===== config.mk =====
export PLATFORM = sky130hd
export DESIGN_NAME = store_buffer
export DESIGN_NICKNAME = d
export VERILOG_FILES = /design/src/rtl/store_buffer.sv
export SDC_FILE = /design/constraint.sdc
export NUM_CORES = 1
export LEC_CHECK = 0
export BUFFER_PORTS_ARGS = -buffer_cell sky130_fd_sc_hd__buf_2
export CAP_MARGIN = 40
export CORE_AREA = 5 5 151 153
export DETAILED_ROUTE_END_ITERATION = 12
export DIE_AREA = 0 0 156 158
export GPL_TIMING_DRIVEN = 0
export PLACE_DENSITY_LB_ADDON = 0.1
export SLEW_MARGIN = 20
export SYNTH_ARGS = -nofsm -noshare
export SYNTH_HDL_FRONTEND = slang
export SYNTH_SLANG_ARGS = --single-unit

===== constraint.sdc =====
create_clock -name clk -period 4.4 [get_ports clk]
set_input_delay 0.66 -clock clk [delete_from_list [all_inputs] [get_ports clk]]
set_output_delay 0.66 -clock clk [all_outputs]
set_load 0.05 [all_outputs]

===== src/rtl/store_buffer.sv =====
// Write-back store buffer in front of the data memory: queues stores, drains one per
// idle cycle, forwards loads from the youngest matching entry, otherwise reads memory.
module store_buffer #(
    parameter int DEPTH = 4,
    parameter int AW    = 16,
    parameter int DW    = 16
) (
    input  logic                       clk,
    input  logic                       rst,
    input  logic                       st_valid,
    input  logic [AW-1:0]              st_addr,
    input  logic [DW-1:0]              st_data,
    output logic                       st_ready,
    input  logic                       ld_valid,
    input  logic [AW-1:0]              ld_addr,
    output logic                       ld_ready,
    output logic                       ld_rsp_valid,
    output logic [DW-1:0]              ld_rsp_data,
    output logic [AW-1:0]              mem_addr,
    output logic [DW-1:0]              mem_wdata,
    output logic                       mem_wrt,
    output logic                       mem_read,
    input  logic [DW-1:0]              mem_rdata,
    output logic [$clog2(DEPTH+1)-1:0] sb_count,
    output logic                       sb_empty
);

    localparam int PW = $clog2(DEPTH);
    localparam int CW = $clog2(DEPTH+1);

    localparam logic [1:0] S_IDLE     = 2'd0;
    localparam logic [1:0] S_LD_ISSUE = 2'd1;
    localparam logic [1:0] S_LD_WAIT  = 2'd2;

    logic [AW-1:0] addr_q [DEPTH];
    logic [DW-1:0] data_q [DEPTH];

    logic [PW-1:0] rd_ptr_q, rd_ptr_d;
    logic [PW-1:0] wr_ptr_q, wr_ptr_d;
    logic [CW-1:0] count_q, count_d;
    logic [1:0]    state_q, state_d;
    logic [AW-1:0] mem_addr_q, mem_addr_d;
    logic [DW-1:0] mem_wdata_q, mem_wdata_d;
    logic          mem_wrt_q, mem_wrt_d;
    logic          mem_read_q, mem_read_d;
    logic          rsp_valid_q, rsp_valid_d;
    logic [DW-1:0] rsp_data_q, rsp_data_d;

    logic          full;
    logic          push;
    logic          ld_acc;
    logic          pop;
    logic          hit;
    logic [DW-1:0] hit_data;
    logic [PW-1:0] idx;

    assign full     = (count_q == CW'(DEPTH));
    assign st_ready = !full;
    assign ld_ready = (state_q == S_IDLE) && !full;
    assign push     = st_valid && !full;
    assign ld_acc   = ld_valid && ld_ready;
    assign pop      = (state_q == S_IDLE) && !ld_acc && (count_q != '0);

    // Walk entries oldest to youngest so the last match left standing is the youngest.
    always_comb begin
        hit      = 1'b0;
        hit_data = '0;
        idx      = '0;
        for (int k = 0; k < DEPTH; k++) begin
            idx = rd_ptr_q + PW'(k);
            if ((CW'(k) < count_q) && (addr_q[idx] == ld_addr)) begin
                hit      = 1'b1;
                hit_data = data_q[idx];
            end
        end
    end

    always_comb begin
        state_d     = state_q;
        mem_addr_d  = mem_addr_q;
        mem_wdata_d = mem_wdata_q;
        mem_wrt_d   = 1'b0;
        mem_read_d  = 1'b0;
        rsp_valid_d = 1'b0;
        rsp_data_d  = rsp_data_q;
        case (state_q)
            S_IDLE: begin
                if (ld_acc) begin
                    if (hit) begin
                        rsp_valid_d = 1'b1;
                        rsp_data_d  = hit_data;
                    end else begin
                        mem_read_d = 1'b1;
                        mem_addr_d = ld_addr;
                        state_d    = S_LD_ISSUE;
                    end
                end else if (pop) begin
                    mem_wrt_d   = 1'b1;
                    mem_addr_d  = addr_q[rd_ptr_q];
                    mem_wdata_d = data_q[rd_ptr_q];
                end
            end
            S_LD_ISSUE: state_d = S_LD_WAIT;
            S_LD_WAIT: begin
                rsp_valid_d = 1'b1;
                rsp_data_d  = mem_rdata;
                state_d     = S_IDLE;
            end
            default: state_d = S_IDLE;
        endcase
    end

    assign rd_ptr_d = rd_ptr_q + PW'(pop);
    assign wr_ptr_d = wr_ptr_q + PW'(push);
    assign count_d  = count_q + CW'(push) - CW'(pop);

    always_ff @(posedge clk or negedge rst) begin
        if (!rst) begin
            rd_ptr_q    <= '0;
            wr_ptr_q    <= '0;
            count_q     <= '0;
            state_q     <= S_IDLE;
            mem_addr_q  <= '0;
            mem_wdata_q <= '0;
            mem_wrt_q   <= 1'b0;
            mem_read_q  <= 1'b0;
            rsp_valid_q <= 1'b0;
            rsp_data_q  <= '0;
        end else begin
            rd_ptr_q    <= rd_ptr_d;
            wr_ptr_q    <= wr_ptr_d;
            count_q     <= count_d;
            state_q     <= state_d;
            mem_addr_q  <= mem_addr_d;
            mem_wdata_q <= mem_wdata_d;
            mem_wrt_q   <= mem_wrt_d;
            mem_read_q  <= mem_read_d;
            rsp_valid_q <= rsp_valid_d;
            rsp_data_q  <= rsp_data_d;
        end
    end

    // Entry storage needs no reset: occupancy is defined solely by the pointers and count.
    always_ff @(posedge clk) begin
        if (push) begin
            addr_q[wr_ptr_q] <= st_addr;
            data_q[wr_ptr_q] <= st_data;
        end
    end

    assign ld_rsp_valid = rsp_valid_q;
    assign ld_rsp_data  = rsp_data_q;
    assign mem_addr     = mem_addr_q;
    assign mem_wdata    = mem_wdata_q;
    assign mem_wrt      = mem_wrt_q;
    assign mem_read     = mem_read_q;
    assign sb_count     = count_q;
    assign sb_empty     = (count_q == '0);

endmodule


* After elaboration in Yosys (flattened, before gate mapping)
Memory sizes are Yosys's and may differ from the RTL's.
Cells that the tools add are included.
** Operators by class
- Add/subtract/negate cells :: 7
- Mux-type cells :: 28
- Shift-type cells :: 0
- $mul :: 0
- Eq/ne operators :: 11
- $lt $le $gt $ge :: 4
- Divide/modulo/power cells :: 0
- Reductions and logical operators :: 20
- Bitwise gates (word level) :: 1
** Operators by type and width (count)
- $mux 16 :: 9
- $eq 16x16->1 :: 4
- $pmux 16 s2 :: 1
- $mux 1 :: 14
- $logic_and 1x1->1 :: 9
- $reduce_and 3->1 :: 3
- $ne 2x2->1 const B :: 4
- $lt 1x3->1 const A :: 2
- $lt 2x3->1 const A :: 2
- $add 2x1->2 :: 2
- $add 2x2->2 const B :: 2
- $mux 2 :: 2
- $pmux 2 s2 :: 1
- $reduce_bool 2->1 :: 2
- $add 3x1->3 :: 1
- $eq 3x3->1 const B :: 1
- $logic_not 3->1 :: 1
- $reduce_bool 3->1 :: 1
- $sub 3x1->3 :: 1
- $add 2x1->2 const B :: 1
- $eq 2x1->1 const B :: 1
- $eq 2x2->1 const B :: 1
- $logic_not 1->1 :: 2
- $logic_not 2->1 :: 1
- other kinds (3) :: 3
** Storage, ports and cells
- Memories kept :: 2
- Logic and storage cells :: 83
- Register bits :: 60
- Bits in latches :: 0
- ROM bits :: 0
- Input port bits :: 68
- Bits in writable memories :: 128
- Output and inout port bits :: 57
** Memories
- addr_q :: depth 4, width 16, read ports 4, clocked after Yosys merged registers in 0, write ports 1, RTL line 35 : logic [AW-1:0] addr_q [DEPTH];
- data_q :: depth 4, width 16, read ports 4, clocked after Yosys merged registers in 0, write ports 1, RTL line 36 : logic [DW-1:0] data_q [DEPTH];

* Logic depth before layout (Yosys ltp)
Gate-level depths: netlist of run 1.
- Depth after elaboration :: 10
- Depth in mapped cells :: 14
- Gate-level depth less buffers :: 10

* Least setup slack after synthesis of run 1
Ideal clock, no wire load.
- Kind :: flip-flop to flip-flop
- From :: register count_q[0] (netlist: sb_count[0])
- To :: memory addr_q[1][0] (enable)
- Path slack :: 0.113 ns
- Arrival time :: 3.820 ns
- Cell stages (with the launch flop) :: 5
- Clock period less this slack :: 4.287 ns
- Path buffers :: 0
- Required time :: 3.932 ns
- Setup time :: 0.468 ns
- Path through :: dfrtp_1 > nor2_1 > nand2_1 > nand2_1 > nor3b_1
** On the way
- Longest elaborated chain between the ends :: 5
** RTL lines
- start, declared :: RTL line 40 : logic [CW-1:0] count_q, count_d;
- start signal, assigned :: RTL line 132 : count_q <= count_d;
- $eq 3x3->1 :: RTL line 57 : assign full = (count_q == CW'(DEPTH));
- $logic_not 1->1
- via st_ready :: RTL line 13 : output logic st_ready,
- $logic_and 1x1->1 :: RTL line 60 : assign push = st_valid && !full;
- $mux 1 :: RTL line 145 : if (push) begin
- $mux 1 (not written as such) :: RTL line 146 : addr_q[wr_ptr_q] <= st_addr;
- end, declared :: RTL line 35
The timed path passes the listed nets, and every way through them passes these cells.

* Worst setup path after layout of run 1
- From :: register rd_ptr_q[0]
- To :: register rsp_data_q[8] (netlist: ld_rsp_data[8])
** On the way
- Longest elaborated chain between the ends :: 10
- Elaborated cells between the ends (all ways) :: 26
- Those cells by class :: add/sub (3); eq/ne (5); mux (11); reduce/logical (5); memory (2)
** RTL lines
- start, declared :: RTL line 38 : logic [PW-1:0] rd_ptr_q, rd_ptr_d;
- start signal, assigned :: RTL line 130 : rd_ptr_q <= rd_ptr_d;
- $add 2x1->2 or $mem_v2 4x16 (tied branches)
- $mem_v2 4x16 or $eq 16x16->1 (tied branches)
- $eq 16x16->1 or $logic_and 1x1->1 (tied branches) :: RTL line 71 : if ((CW'(k) < count_q) && (addr_q[idx] == ld_addr)) begin
- $logic_and 1x1->1 or $mux 16 (tied branches) :: RTL line 71
- $mux 16 (3 in a row) :: RTL line 71
- $mux 16 :: RTL line 89 : if (hit) begin
- $mux 16 :: RTL line 88 : if (ld_acc) begin
- $pmux 16 s2 :: RTL line 86 : case (state_q)
- end signal, assigned :: RTL line 139 : rsp_data_q <= rsp_data_d;
- end, declared :: RTL line 47 : logic [DW-1:0] rsp_data_q, rsp_data_d;
Parallel ways exist; a longest one is shown, timed or not. The select of a mux whose other input is x is not followed.
A chain may end at the register's enable or synchronous reset.

==> flow_summary.yaml, run 1 <==
timing:
  drv_slew: 0
  fin_crit_ns: 4.16
  rsz0062_at_grt: "no"
  fmax_mhz: 241
  finClkSkew_ns: 0.0106
  tightestPinTransition_ns: 0.813
  setup-violations-final: 0
  fin_hold_ws_ns: 0.430
  min_period_over_period_pct: 94.4
  slew_headroom_pct: 45.4
  hold_violations: 0
synthesis:
  synth-edff-count: 128
  ys_warn_count: 0
  yosys.area.top_type_share_pct: 33.5
  synth_area_um2: 11500
  ys_top_cells_by_area: "edfxtp_1 (33%), dfrtp_1 (13%), mux2i_1 (12%)"
  synth.top_cells.by_count: "mux2i_1 (133), edfxtp_1 (128), nand2_1 (69)"
  synthFlopType: "edfxtp_1"
  yosysMostFrequentCell: "mux2i_1"
  yosys_register_bits: 188
  syn_inst: 953
  yosysTopAreaCell: "edfxtp_1"
  syn_nets: 1028
  synthArstFlopShare_pct: 31.9
  synthDistinctLibCells: 65
  seq_area_frac_synth_pct: 46.6
  postSynthAreaPerCell_um2: 12.0
drt:
  first_pass_iters: 5
  drt-total-wl_um: 34900
  drt-initial-drc-count: 925
  drt-wirelength-per-cell_um: 25.0
  vias: 8727
  viasPerCell: 6.25
  ant_nets: 0
  drc: 0
floorplanning:
  die_h_um: 158
  rows: 54
  ioPinCount: 125
  start_util_pct: 53.6
  die_w_um: 156
  dieArea_um2: 24600
  core-area_um2: 21400
power:
  cellLeakagePower_nw: 5.36
  power_density_nw_per_um2: 790
  irDropWorstVdd_v: 0.000300
  p_total_mw: 10.4
setup_path:
  crit_type: "register to register"
  r2r_start: "rd_ptr_q[0]$_DFF_PN0_"
  cp_slowest_stage_delay_ns: 0.64
  setup.worst_path.start: "rd_ptr_q[0]$_DFF_PN0_"
  worstPathCellList: "buf_6, buf_8, buf_6, buf_6, buf_4, mux4_2, xor2_1, nor3_1, and4_1, buf_2, nor3_1, clkbuf_1, o21ai_0, a31oi_1"
  cpMaxStageDelayCell: "nor3_1"
  path_max_fanout: 10
  endpoint_kind: "register"
  cp_common_cell: "buf_6"
  crit_required_ns: 4.77
  worst_setup_path_start_kind: "register"
  path_buf_inv: 7
  crit_family: "buffers and inverters"
  crit_arrival_ns: 4.52
placement:
  dp_cells: 1358
  portBuffers: 109
  gp_congestion: 0.976
  dpl-instance-area_um2: 12500
  dp_hpwl_um: 26600
layout:
  fin_util_pct: 61.7
  design_area_um2: 13200
  layout-drive-gt1-share_pct: 27.4
  syn_to_final_growth_pct: 15.2
  final_cells: 1396
  finalNetCount: 1177
global_routing:
  track_usage_pct: 28.2
  grt_max_degree: 61
  grt_pass1_vias: 8251
  grt_first_pass_wirelength_um: 51700
  grt-ovfl-total: 0
  grt_antenna_before_repair: 1
hold_path:
  min_from: "st_data[9]"
  hp-class: "input pin to register"
cts:
  clkTransAtPathRegs_ns: 0.08
  htreeDepth: 4
  post_cts_buffers: 0
  cts_num_sinks: 188
  cts_tree: "done"
  clock_latency_ns: 0.44
  cts_buffers: 17
  cts_root_buf: "clkbuf_16"
  ctsLongestPathBuffers: 2
flow_run:
  cap_violations: 0
outcome:
  status: "finished clean"
## placed cells by master (no fill, tap or decap), types with 35 or more instances in the layout
cell	netlist	final
nor2_1	38	38
clkbuf_1	35	35
dfrtp_1	60	60
mux2i_1	133	133
xnor2_1	41	41
o21ai_0	47	47
mux2_2	66	66
edfxtp_1	128	128
mux4_2	37	37
buf_2	15	123
nand2_1	69	69
## flip-flops by register name, indices dropped and copies added (netlist names)
signal and cells:
mem_read 1, wr_ptr_q 2, state_q 2, addr_q 64, rd_ptr_q 2, ld_rsp_valid 1, ld_rsp_data 16, sb_count 3
mem_wdata 16, mem_addr 16, data_q 64, mem_wrt 1
## path summary, 6_finish.rpt
kind	end	slack [ns]	cells past startpoint
worst min register to register	mem_wdata[13]$_DFFE_PN0P_	0.48	2
min in group asynchronous	mem_addr[12]$_DFFE_PN0P_	0.55	2
worst min-delay path	data_q[1][9]$_DFFE_PP_	0.43	1
worst max-delay path	ld_rsp_data[8]$_DFFE_PN0P_	0.24	14
worst max register to register	ld_rsp_data[8]$_DFFE_PN0P_	0.24	14
max in group asynchronous	ld_rsp_data[2]$_DFFE_PN0P_	3.38	3
## worst register-to-register path, delay by kind of cell, from the launching register on
kind	cells	cell delay (ns)
buffers and inverters	7	1.71
xor gates and xnor gates	1	0.26
DFF	1	0.36
AOI/OAI and AO/OA	2	0.43
muxes	1	0.33
and+or+nand+nor	3	0.99
## layout make-up
cell class | count | area, um2
fillers | 1738 | 8200
multi-input cells | 661 | 5650
flip-flops and latches | 188 | 5350
repair buffers | 130 | 768
clock buffers | 17 | 425
plain buffers | 81 | 417
well taps | 280 | 350
clock inverters | 15 | 179
inverters | 23 | 86.3
diodes | 1 | 2.50
## layer usage
layer | GRT usage [%] | up-vias | part of all wire (%)
met5 | 0 | - | 0
met4 | 5.92 | 0 | 1.2
met3 | 8.42 | 38 | 11
met2 | 37.6 | 478 | 40
met1 | 44.9 | 4294 | 47
li1 | - | 3917 | -
## report_power, final
part / switching (mW) / internal, mW / leakage, nW / total, mW
Combinational: 3.89 / 2.19 / 3.18 / 6.08
Clock: 0.785 / 0.816 / 0.290 / 1.60
Sequential: 0.302 / 2.46 / 1.89 / 2.76
## timing repair
| item | CTS | global route |
|---|---|---|
| resized for setup | 0 | 1 |
| endpoints found under the hold margin | 0 | 1 |
| endpoints found under the setup margin | 0 | 8 |
| hold buffers | 0 | 1 |
## cell families after synthesis
| kind of cell | synth area share, % |
|---|---|
| muxes | 26.8 |
| and+or+nand+nor | 10.0 |
| DFF | 46.6 |
| AOI/OAI and AO/OA | 7.18 |
| buffers and inverters | 4.38 |
| xor gates and xnor gates | 4.27 |
| adders and majority gates | 0.828 |
## through the flow
stage | worst slack (ns) | TNS, ns
floorplan | 0.113 | 0
global placement | -1.62 | -143.81
detailed placement | 0.0971 | 0
CTS | 0.0802 | 0
global route | 0.0819 | 0
finish | 0.245 | 0
No activity file was read; power rests on OpenSTA's default activity.
==> run 2: changes to the inputs <==
--- a/config.mk
+++ b/config.mk
@@ -11,7 +11,7 @@
 export DETAILED_ROUTE_END_ITERATION = 12
 export DIE_AREA = 0 0 156 158
 export GPL_TIMING_DRIVEN = 0
-export PLACE_DENSITY_LB_ADDON = 0.1
+export PLACE_DENSITY = 0.84
 export SLEW_MARGIN = 20
 export SYNTH_ARGS = -nofsm -noshare
 export SYNTH_HDL_FRONTEND = slang
==> run 2 against run 1 <==
Net effect: setup slack worse by 0.054 ns; sequential cell count stayed put; critical path type unchanged; via count is 1.9% higher; non-clock buffer count is 4 lower.
==> flow_summary.yaml, run 2 (synthesis gave the netlist of run 1 again) <==
outcome:
  status: "finished clean"
drt:
  first_pass_iters: 6
  route.met2.wl_um: 14800
  drt-total-wl_um: 33600
  drt-initial-drc-count: 1172
  viasPerCell: 6.39
  top_layer: "met5"
  vias: 8893
  wl_met1_um: 14400
  drc: 0
  ant_nets: 0
  drt-wirelength-per-cell_um: 24.2
  routed-wl-met3_um: 3790
cts:
  cts_num_sinks: 188
  clkTransAtPathRegs_ns: 0.08
  post_cts_buffers: 0
  cts_tree: "done"
  clock_latency_ns: 0.45
  ctsLongestPathBuffers: 2
  cts_buffers: 17
  cts_root_buf: "clkbuf_16"
  htreeDepth: 4
timing:
  tightestPinTransition_ns: 0.829
  hold_violations: 0
  min_period_over_period_pct: 95.7
  rsz0062_at_grt: "no"
  finClkSkew_ns: 0.0186
  fmax_mhz: 238
  slew_headroom_pct: 44.3
  drv_slew: 0
  fin_hold_ws_ns: 0.431
  fin_ws_ns: 0.191
  setup-violations-final: 0
  fin_crit_ns: 4.21
setup_path:
  cp_slowest_stage_delay_ns: 0.54
  cpMaxStageDelayCell: "nand4_1"
  path_max_fanout: 10
  worstPathCellList: "buf_4, buf_4, buf_6, mux2i_1, o21ai_0, o32a_1, a2111oi_1, nand4_1, and4_4, nor2_8, buf_6, mux2_1"
  crit_arrival_ns: 4.53
  endpoint_kind: "register"
  worst_setup_path_start_kind: "register"
  r2r_start: "rd_ptr_q[1]$_DFF_PN0_"
  crit_type: "register to register"
  crit_required_ns: 4.72
  setup.worst_path.start: "rd_ptr_q[1]$_DFF_PN0_"
global_routing:
  grt-ovfl-total: 0
  grt_antenna_before_repair: 4
  grt_max_degree: 61
  track_usage_pct: 27.2
  grt_pass1_vias: 8429
  grt_first_pass_wirelength_um: 51000
layout:
  syn_to_final_growth_pct: 14.7
  finalNetCount: 1173
  layout-drive-gt1-share_pct: 27.0
  design_area_um2: 13200
  num-fill-cells: 1670
  largestRegisters: "addr_q: 64 flops, data_q: 64 flops"
  final_cells: 1392
  layout_commonest_cell: "mux2i_1"
  final_cell_mix: "mux2i_1 (133), edfxtp_1 (128), buf_2 (123), nand2_1 (69), mux2_2 (66)"
floorplanning:
  ioPinCount: 125
  die_h_um: 158
  core-area_um2: 21400
  start_util_pct: 53.6
  die_w_um: 156
  rows: 54
  dieArea_um2: 24600
power:
  cellLeakagePower_nw: 5.31
  p_total_mw: 10.3
  irDropWorstVdd_v: 0.000367
  power_density_nw_per_um2: 785
hold_path:
  hp-class: "input pin to register"
  min_from: "st_addr[11]"
placement:
  portBuffers: 109
  gp_congestion: 0.992
  dp_slack_ns: 0.143
  dp_hpwl_um: 25600
  dpl-instance-area_um2: 12500
  dp_cells: 1356
flow_run:
  cap_violations: 0
[run 2: cell count changes in the layout (fill, tap and decap cells not counted), moves of 2 or more]
cell | previous run | this run
inv_8 | 4 | 2
clkinv_8 | 3 | 0
clkinv_1 | 1 | 3
buf_4 | 19 | 16
[run 2: what timing repair did]
item / CTS / global route
hold buffers: 0 / 1
endpoints found under the setup margin: 0 / 28
gates resized for setup: 0 / 2
endpoints found under the hold margin: 0 / 1
[run 2: cell type report]
| type | instances | area, um2 | share of cell area (%) |
|---|---|---|---|
| Timing Repair Buffer | 126 | 729 | 5.54 |
| Tap cell | 280 | 350 | 2.66 |
| Multi-Input combinational cell | 661 | 5650 | 42.9 |
| Clock buffer | 17 | 425 | 3.23 |
| Inverter | 23 | 86.3 | 0.656 |
| Buffer | 81 | 417 | 3.17 |
| Sequential cell | 188 | 5350 | 40.6 |
| Antenna cell | 1 | 2.50 | 0.0190 |
| Clock inverter | 15 | 159 | 1.21 |
[run 2: routing by layer]
metal / global-route usage, % / up-vias
met5: 0 / -
met4: 6.46 / 6
met3: 6.37 / 61
met2: 40.6 / 590
met1: 40.6 / 4338
li1: - / 3898
[run 2: worst max-delay path: cells and delay by family, from the launching register on]
kind            cells  cell delay [ns]
compound gates      3             1.00
buf+inv             4             0.94
flops               1             0.37
mux                 2             0.67
simple gates        3             1.08
[run 2: power breakdown]
part           switching (mW)  internal, mW  total, mW
Sequential              0.314          2.46       2.78
Clock                   0.717         0.847       1.56
Combinational            3.82          2.17       5.99
[run 2: worst paths after layout]
check / to / slack [ns] / cells after the start
max: mem_addr[5]$_DFFE_PN0P_ / 0.19 / 12
min: addr_q[0][11]$_DFFE_PP_ / 0.43 / 1
max reg2reg: mem_addr[5]$_DFFE_PN0P_ / 0.19 / 12
min reg2reg: mem_wdata[0]$_DFFE_PN0P_ / 0.48 / 2
max in group asynchronous: wr_ptr_q[0]$_DFF_PN0_ / 3.38 / 3
min in group asynchronous: ld_rsp_valid$_DFF_PN0_ / 0.53 / 2
[run 2: per-stage QoR]
stage / setup TNS (ns) / util, %
2_1_floorplan: 0 / -
3_3_place_gp: -107.93 / 57.8
3_5_place_dp: 0 / 58.5
4_1_cts: 0 / 61.2
5_1_grt: 0 / 61.5
6_report: 0 / 61.5
==> run 3: changes to the inputs <==
==> config.mk (replaced) <==
export PLATFORM = sky130hd
export DESIGN_NAME = store_buffer
export DESIGN_NICKNAME = d
export VERILOG_FILES = /design/src/rtl/store_buffer.sv
export SDC_FILE = /design/constraint.sdc
export NUM_CORES = 1
export LEC_CHECK = 0
export BUFFER_PORTS_ARGS = -buffer_cell sky130_fd_sc_hd__buf_4
export CAP_MARGIN = 40
export CORE_AREA = 5 5 166 168
export DETAILED_ROUTE_END_ITERATION = 12
export DIE_AREA = 0 0 171 173
export GPL_TIMING_DRIVEN = 0
export PLACE_DENSITY = 0.72
export SLEW_MARGIN = 20
export SYNTH_ARGS = -nofsm -noshare
export SYNTH_HDL_FRONTEND = slang
export SYNTH_SLANG_ARGS = --single-unit
==> run 3 against run 2 <==
Net effect: critical path depth rose by 1; via count fell by 2.7%; die area rose by 20%; largest power group unchanged; register-to-register slack improved by 0.07 ns; count of clock-buffer cells in the layout rose by 2; combinational power rose by 3%; total power rose by 2.2%; highest routed layer unchanged; first-iteration DRC count fell by 18%; final area rose by 2.5%; setup slack improved by 0.073 ns; critical endpoint is now ld_rsp_data[10]$_DFFE_PN0P_; global-route usage fell by 4.1 points; wire length rose by 2.4%.
==> flow_summary.yaml, run 3 (synthesis gave the netlist of run 1 again) <==
drt:
  first_pass_iters: 5
  drt-initial-drc-count: 964
  drt-total-wl_um: 34400
  drt-wirelength-per-cell_um: 23.9
  drc: 0
  viasPerCell: 5.99
  vias: 8653
  ant_nets: 0
cts:
  htreeDepth: 4
  clock_latency_ns: 0.43
  ctsLongestPathBuffers: 2
  cts_num_sinks: 188
  post_cts_buffers: 0
  cts_root_buf: "clkbuf_16"
  ctsHoldBuffers: 0
  cts_buffers: 17
  cts_resized: 0
  cts_tree: "done"
  clkTransAtPathRegs_ns: 0.07
timing:
  rsz0062_at_grt: "no"
  fmax_mhz: 242
  slew_headroom_pct: 40.1
  finClkSkew_ns: 0.0143
  final.setup.tns_ns: 0
  hold_violations: 0
  fin_ws_ns: 0.264
  fin_hold_ws_ns: 0.0563
  setup-violations-final: 0
  min_period_over_period_pct: 94.0
  fin_crit_ns: 4.14
  tightestPinTransition_ns: 0.899
  drv_slew: 0
outcome:
  status: "finished clean"
setup_path:
  r2r_start: "rd_ptr_q[0]$_DFF_PN0_"
  worst_r2r_endpoint: "ld_rsp_data[10]$_DFFE_PN0P_"
  worst_setup_path_start_kind: "register"
  rrSetupSlack_ns: 0.26
  crit_required_ns: 4.70
  endpoint_kind: "register"
  reg2reg_depth: 13
  crit_type: "register to register"
  path_max_fanout: 10
  crit_arrival_ns: 4.44
global_routing:
  grt_first_pass_wirelength_um: 52400
  track_usage_pct: 23.1
  grt_max_degree: 61
  grt_antenna_before_repair: 1
  grt-ovfl-total: 0
  grt_pass1_vias: 8508
placement:
  portBuffers: 109
  dp_hpwl_um: 26300
  dp_slack_ns: 0.0850
  gp_congestion: 0.951
  dp_cells: 1411
floorplanning:
  die_w_um: 171
  start_util_pct: 44.6
  dieArea_um2: 29600
  ioPinCount: 125
  core-area_um2: 25800
  die_h_um: 173
  rows: 59
layout:
  largestRegisters: "addr_q: 64 flops, data_q: 64 flops"
  syn_to_final_growth_pct: 17.5
  diodes: 0
  finalNetCount: 1171
  final_cells: 1444
  layout_commonest_cell: "mux2i_1"
  final_cell_mix: "mux2i_1 (133), edfxtp_1 (128), buf_4 (121), nand2_1 (69), mux2_2 (66)"
  layout-drive-gt1-share_pct: 27.0
power:
  p_total_mw: 10.6
  power_density_nw_per_um2: 783
  cellLeakagePower_nw: 5.40
  irDropWorstVdd_v: 0.000488
hold_path:
  hp-class: "input pin to async pin"
flow_run:
  cap_violations: 0
==> run 3: power breakdown <==
part	total, mW	switching [mW]	leakage [nW]	internal (mW)
registers	2.79	0.327	1.89	2.46
clock network	1.59	0.739	0.287	0.855
logic	6.18	3.84	3.22	2.33
total	10.6	4.91	5.40	5.65
==> run 3: final cells by class <==
type                    count  area [um2]
inverters                  23        86.3
clock inverters            13         153
multi-input cells         661        5650
flip-flops and latches    188        5350
repair buffers            124         990
fillers                  2213       12300
clock buffers              19         433
plain buffers              81         417
well taps                 335         419
==> run 3: worst max-delay path, stage by stage, from the launching register on <==
cell and delay [ns]:
dfrtp_1 0.37, buf_6 0.20, buf_8 0.19, buf_6 0.24
mux4_2 0.56, xnor2_1 0.24, nand4_1 0.15, nor3_2 0.61
nand2_1 0.40, a41oi_4 0.48, or2_1 0.15, buf_4 0.15
buf_6 0.16, a31oi_1 0.08
==> run 3: metal layers <==
metal	up-vias	global-route usage (%)	part of all wire, %
li1	3899	-	-
met1	4267	36.1	46
met2	450	32.3	42
met3	35	5.78	10
met4	2	4.95	1.2
met5	-	0	0.058
==> run 3: worst max-delay path by stage <==
| stage | startpoint | endpoint | slack [ns] |
|---|---|---|---|
| 4_1_cts | rd_ptr_q[0]$_DFF_PN0_ | mem_addr[2]$_DFFE_PN0P_ | 0.08 |
| 2_1_floorplan | sb_count[0]$_DFF_PN0_ | addr_q[1][0]$_DFFE_PP_ | 0.11 |
| 5_1_grt | rd_ptr_q[0]$_DFF_PN0_ | mem_addr[2]$_DFFE_PN0P_ | 0.09 |
| 6_report | rd_ptr_q[0]$_DFF_PN0_ | ld_rsp_data[10]$_DFFE_PN0P_ | 0.26 |
| 3_3_place_gp | st_valid | addr_q[1][6]$_DFFE_PP_ | -1.65 |
| 3_5_place_dp | rd_ptr_q[0]$_DFF_PN0_ | mem_addr[12]$_DFFE_PN0P_ | 0.09 |
==> run 3: through the flow <==
stage / area (um2) / utilization (%)
floorplan: 11500 / -
global placement: 12700 / 49.4
detailed placement: 12900 / 50.0
CTS: 13500 / 52.3
global route: 13500 / 52.4
finish: 13500 / 52.4
